===== src/rtl/rcs_pipe_clk_if.sv =====
// Operand/result bundle for the pipelined ripple-borrow subtractor.
// The producer uses the master modport; the subtractor uses the slave modport.
interface rcs_pipe_clk_if #(
  parameter int WIDTH = 32
);
  logic             en;
  logic             in_valid;
  logic [WIDTH-1:0] a;
  logic [WIDTH-1:0] b;
  logic             bi;
  logic             out_valid;
  logic [WIDTH-1:0] d;
  logic             bo;
  logic             ov;

  modport master (
    output en, in_valid, a, b, bi,
    input  out_valid, d, bo, ov
  );

  modport slave (
    input  en, in_valid, a, b, bi,
    output out_valid, d, bo, ov
  );
endinterface


===== src/rtl/rcs_pipe_clk.sv =====
// Pipelined WIDTH-bit ripple-borrow subtractor, d = a - b - bi, one slice per stage.
// Stage 0 registers the operands; each later edge resolves one slice; results leave after STAGES edges.
module rcs_pipe_clk #(
  parameter int WIDTH  = 32,
  parameter int STAGES = 4
) (
  input logic           clock,
  input logic           reset,
  rcs_pipe_clk_if.slave bus
);
  localparam int SW   = WIDTH / STAGES;
  localparam int LAST = STAGES - 1;

  // Per-stage state. x holds finished difference slices on top and the
  // unprocessed minuend slices below, rotated so the slice being worked on
  // always sits in bits [SW-1:0]; y rotates the subtrahend the same way.
  logic             v_q  [STAGES];
  logic             br_q [STAGES];
  logic [WIDTH-1:0] x_q  [STAGES];
  logic [WIDTH-1:0] y_q  [STAGES];

  // Slice result per stage: bit SW is the borrow out of that slice.
  logic [SW:0]      diff [STAGES];

  always_comb begin
    for (int s = 0; s < STAGES; s++) begin
      diff[s] = {1'b0, x_q[s][SW-1:0]} - {1'b0, y_q[s][SW-1:0]} - {{SW{1'b0}}, br_q[s]};
    end
  end

  // NOTE: every state element uses non-blocking assignment so all stages
  // sample the values from before the edge and data moves exactly one stage.
  always_ff @(posedge clock) begin
    if (reset) begin
      // NOTE: the stage arrays are cleared too, not just the valid bits,
      // so d/bo/ov can never show X and nothing stale survives a reset.
      for (int s = 0; s < STAGES; s++) begin
        v_q[s]  <= 1'b0;
        br_q[s] <= 1'b0;
        x_q[s]  <= '0;
        y_q[s]  <= '0;
      end
      bus.out_valid <= 1'b0;
      bus.d         <= '0;
      bus.bo        <= 1'b0;
      bus.ov        <= 1'b0;
    end else if (bus.en) begin
      v_q[0]  <= bus.in_valid;
      br_q[0] <= bus.bi;
      x_q[0]  <= bus.a;
      y_q[0]  <= bus.b;
      for (int s = 1; s < STAGES; s++) begin
        v_q[s]  <= v_q[s-1];
        br_q[s] <= diff[s-1][SW];
        x_q[s]  <= {diff[s-1][SW-1:0], x_q[s-1][WIDTH-1:SW]};
        y_q[s]  <= {y_q[s-1][SW-1:0], y_q[s-1][WIDTH-1:SW]};
      end
      // In the last stage the top operand slices sit at [SW-1:0], so their
      // MSBs are the operand sign bits needed for overflow.
      bus.out_valid <= v_q[LAST];
      bus.d         <= {diff[LAST][SW-1:0], x_q[LAST][WIDTH-1:SW]};
      bus.bo        <= diff[LAST][SW];
      bus.ov        <= (x_q[LAST][SW-1] != y_q[LAST][SW-1]) &&
                       (diff[LAST][SW-1] != x_q[LAST][SW-1]);
    end
  end
endmodule

===== src/flat_wrapper.sv =====
// flat-port wrapper written by rule: the top's interface ports become plain ports
module rcs_pipe_clk_flat 
#(
  parameter int WIDTH  = 32,
  parameter int STAGES = 4
)
  (clock, reset, bus_en, bus_in_valid, bus_a, bus_b, bus_bi, bus_out_valid, bus_d, bus_bo, bus_ov);
  rcs_pipe_clk_if #(.WIDTH(WIDTH)) bus_i ();
  input logic clock;
  input logic reset;
  input wire logic [$bits(bus_i.en)-1:0] bus_en;
  input wire logic [$bits(bus_i.in_valid)-1:0] bus_in_valid;
  input wire logic [$bits(bus_i.a)-1:0] bus_a;
  input wire logic [$bits(bus_i.b)-1:0] bus_b;
  input wire logic [$bits(bus_i.bi)-1:0] bus_bi;
  output wire logic [$bits(bus_i.out_valid)-1:0] bus_out_valid;
  output wire logic [$bits(bus_i.d)-1:0] bus_d;
  output wire logic [$bits(bus_i.bo)-1:0] bus_bo;
  output wire logic [$bits(bus_i.ov)-1:0] bus_ov;
  assign bus_i.en = bus_en;
  assign bus_i.in_valid = bus_in_valid;
  assign bus_i.a = bus_a;
  assign bus_i.b = bus_b;
  assign bus_i.bi = bus_bi;
  assign bus_out_valid = bus_i.out_valid;
  assign bus_d = bus_i.d;
  assign bus_bo = bus_i.bo;
  assign bus_ov = bus_i.ov;
  rcs_pipe_clk #(.WIDTH(WIDTH), .STAGES(STAGES)) u_core (.clock(clock), .reset(reset), .bus(bus_i));
endmodule

===== config.mk =====
export PLATFORM = sky130hd
export DESIGN_NAME = rcs_pipe_clk_flat
export DESIGN_NICKNAME = d
export VERILOG_FILES = /design/src/rtl/rcs_pipe_clk_if.sv /design/src/rtl/rcs_pipe_clk.sv /design/src/flat_wrapper.sv
export SDC_FILE = /design/constraint.sdc
export NUM_CORES = 1
export LEC_CHECK = 0
export ABC_AREA = 0
export BUFFER_PORTS_ARGS = -buffer_cell sky130_fd_sc_hd__buf_2
export CORE_AREA = 2 2 152 154
export CTS_CLUSTER_SIZE = 40
export DETAILED_ROUTE_END_ITERATION = 6
export DIE_AREA = 0 0 154 156
export PLACE_DENSITY = 0.69
export RECOVER_POWER = 25
export SETUP_SLACK_MARGIN = 0.3
export SLEW_MARGIN = 25
export SYNTH_ARGS = -nofsm -noshare
export SYNTH_HDL_FRONTEND = slang
export SYNTH_SLANG_ARGS = --single-unit

===== constraint.sdc =====
create_clock -name clock -period 10.1 [get_ports clock]
set_clock_uncertainty 0.05 [all_clocks]
set_input_delay 3.03 -clock clock [delete_from_list [all_inputs] [get_ports clock]]
set_output_delay 3.03 -clock clock [all_outputs]
set_load 0.05 [all_outputs]

==> flow_metrics.env <==
export IMPL_status="complete, but fails checks"
export IMPL_violations="capacitance limit, slew limit"
export IMPL_crit_fanout=160
export IMPL_die_area_sq_mm=0.0240
export IMPL_cts_buffer_depth=3
export IMPL_endpoint_kind="flip-flop"
export IMPL_max_cap_viol_count=2
export IMPL_drive_gt1_frac=0.124
export IMPL_grt_overflow_total=0
export IMPL_synth_edf_count=216
export IMPL_whs_path_depth=2
export IMPL_worstHoldPathType="reg2reg"
export IMPL_synth_nets=972
export IMPL_cts_clk_slew_worst_paths_ns=0.06
export IMPL_rsz0062_at_grt="no"
export IMPL_totalWireLength_mm=16.1
export IMPL_min_from="u_core.bus.bo$_SDFFE_PP0P_"
export IMPL_finalCritPeriodShare=0.663
export IMPL_grt_pass1_wl_mm=27.3
export IMPL_synthesis_area_sq_mm=0.0111
export IMPL_fp_dieW_um=154
export IMPL_rr_startpoint="u_core.y_q[0][96]$_SDFFCE_PN0P_"
export IMPL_fin_setup_tns_ns=0
export IMPL_diodes=0
export IMPL_yosysTopAreaCell="edfxtp_1"
export IMPL_cts_setup_buffers=0
export IMPL_cts_tree="done"
export IMPL_placed_cell_area_sq_mm=0.0119
export IMPL_initial_core_util=0.496
export IMPL_r2r_cells=10
export IMPL_leakagePower_uw=0.00537
export IMPL_crit_arrival_ns=6.79
export IMPL_final_nets=1076
export IMPL_fin_crit_ns=6.69
export IMPL_yosys_top_cells_area="edfxtp_1 (59%), and2_1 (11%), dfxtp_1 (6.3%), ha_1 (6.3%), inv_1 (2.9%)"
export IMPL_power_density_mw_per_mm2=203
export IMPL_detail_route_antenna_nets=0
export IMPL_dp_hpwl_mm=10.0
export IMPL_vias_per_cell=4.65
export IMPL_post_cts_resized=0
export IMPL_seq_area_frac_synth=0.648
export IMPL_regToRegSetupSlack_ns=7.34
export IMPL_crit_type="in2reg"
export IMPL_min_to="u_core.bus.bo$_SDFFE_PP0P_"
export IMPL_ys_ff_latch=251
export IMPL_cp_required_ns=10.20
export IMPL_grt_pass1_vias=5610
export IMPL_hold_viol=0
export IMPL_numCtsBuffers=27
export IMPL_die_h_um=156
export IMPL_io_buffers=103
export IMPL_routabilityCongestion=0.789
export IMPL_holdBufCountCts=0
export IMPL_clock_latency_ns=0.52
export IMPL_ys_types=38
export IMPL_max_freq_mhz=149
export IMPL_drc_errors=0
export IMPL_cts_root_buf="clkbuf_16"
export IMPL_final_cell_mix="edfxtp_1 (216), and2_1 (186), inv_1 (86), buf_2 (68), ha_1 (56)"
export IMPL_slew_viol_final=69
export IMPL_rows=55
export IMPL_track_usage=0.138
export IMPL_ir_worst_vdd_mv=0.106
export IMPL_synth_avg_cell_area_sq_um=13.2
export IMPL_finalSetupViolations=0
export IMPL_vias=5809
export IMPL_htreeDepth=1
export IMPL_worst_pin_slew_ns=2.35
export IMPL_async_reset_ff_frac=0
export IMPL_ios=104
export IMPL_synthFlopType="edfxtp_1"
export IMPL_synth_top_area_share=0.585
export IMPL_clock_sinks=251
export IMPL_area_growth_pct=15.1
export IMPL_grt_max_degree=161
export IMPL_synth_warnings=0
export IMPL_syn_inst=839
export IMPL_drtIter0Drc=307
export IMPL_maxSlewHeadroom=-0.567
export IMPL_final_common_cell="edfxtp_1"
export IMPL_startpoint_type="primary input"
export IMPL_core_area_sq_mm=0.0224
export IMPL_wl_per_cell_um=12.9
export IMPL_r2r_end="u_core.bus.bo$_SDFFE_PP0P_"
export IMPL_drt_pre_antenna_iters=4
export IMPL_final_area_sq_mm=0.0128
export IMPL_antenna_found_initial=0
export IMPL_num_fill_cells=1803
## synth_stat cells, types with 3 or more instances
master,count
ha_1,56
dfxtp_1,35
nor4b_1,4
fa_1,8
and2_1,191
nand2_1,7
nor3_1,15
edfxtp_1,216
a31oi_1,4
a21o_1,9
o21ai_0,9
nand2b_1,10
a211oi_1,6
xnor2_1,13
buf_2,8
xor2_1,8
inv_1,87
mux2i_1,31
clkbuf_1,23
a21oi_1,13
nand3_1,4
o21a_1,5
nor2_1,54
nand3b_1,3
## routing by layer
layer	vias up	GRT usage	wire length, um
met1	2621	0.210	8310
li1	3061	-	-
met2	105	0.203	6800
met3	22	0.0250	716
met4	0	0.0396	275
met5	-	0	0
## final cells by class
cell class / instances / area, sq um / share of cell area
Sequential cell: 251 / 7190 / 0.563
Multi-Input combinational cell: 468 / 3440 / 0.269
Clock buffer: 37 / 764 / 0.0599
Timing Repair Buffer: 108 / 502 / 0.0393
Tap cell: 285 / 357 / 0.0280
Inverter: 87 / 339 / 0.0266
Clock inverter: 12 / 170 / 0.0133
## cells by family after synthesis
logic type / share of synthesized area
adder cells (fa/ha/maj): 0.0777
AO/OA/AOI/OAI: 0.0339
XOR/XNOR: 0.0186
buffers and inverters: 0.0415
multiplexers: 0.0280
AND/OR/NAND/NOR: 0.152
flip-flops: 0.648
## how the worst max path moves through the flow
stage                       from                              end  slack (ns)  cells past startpoint
after floorplan           bus_en     u_core.br_q[0]$_SDFFCE_PN0P_        2.01                      3
after global placement    bus_en  u_core.x_q[0][12]$_SDFFCE_PN0P_        4.24                      5
after detailed placement  bus_en  u_core.y_q[0][12]$_SDFFCE_PN0P_        4.22                      5
after CTS                 bus_en  u_core.x_q[0][12]$_SDFFCE_PN0P_        4.76                      5
after global routing      bus_en  u_core.x_q[1][16]$_SDFFCE_PN0P_        3.00                      5
final                     bus_en  u_core.y_q[0][29]$_SDFFCE_PN0P_        3.41                      5
## registers in the layout (all words and copies together) (netlist names)
name,flops
u_core.x_q,128
u_core.bus.out_valid,1
u_core.v_q,4
u_core.bus.ov,1
u_core.br_q,4
u_core.y_q,80
u_core.bus.bo,1
u_core.bus.d,32
## critical path, cell delays in order
cell	delay, ns
buf_2	0.07
clkbuf_1	1.67
nor2_1	0.49
clkinv_8	0.69
buf_4	0.69
## power breakdown
group | total [uW] | internal [uW] | switching, uW
combinational | 332 | 132 | 200
sequential | 1240 | 1220 | 24.4
clock | 1010 | 632 | 380
total | 2580 | 1980 | 605
## through the flow
step	hold slack (ns)	util	total power, uW	instances	setup slack [ns]
after global routing	0.455	0.570	2700	1248	3.00
after detailed placement	0.410	0.531	1600	1199	4.22
final	0.430	0.570	2580	1248	3.41
after floorplan	0.406	-	1520	839	2.01
after global placement	0.395	0.531	1590	1199	4.24
after CTS	0.423	0.573	2610	1248	4.76
Note: power is estimated with default switching activity, not from simulation.
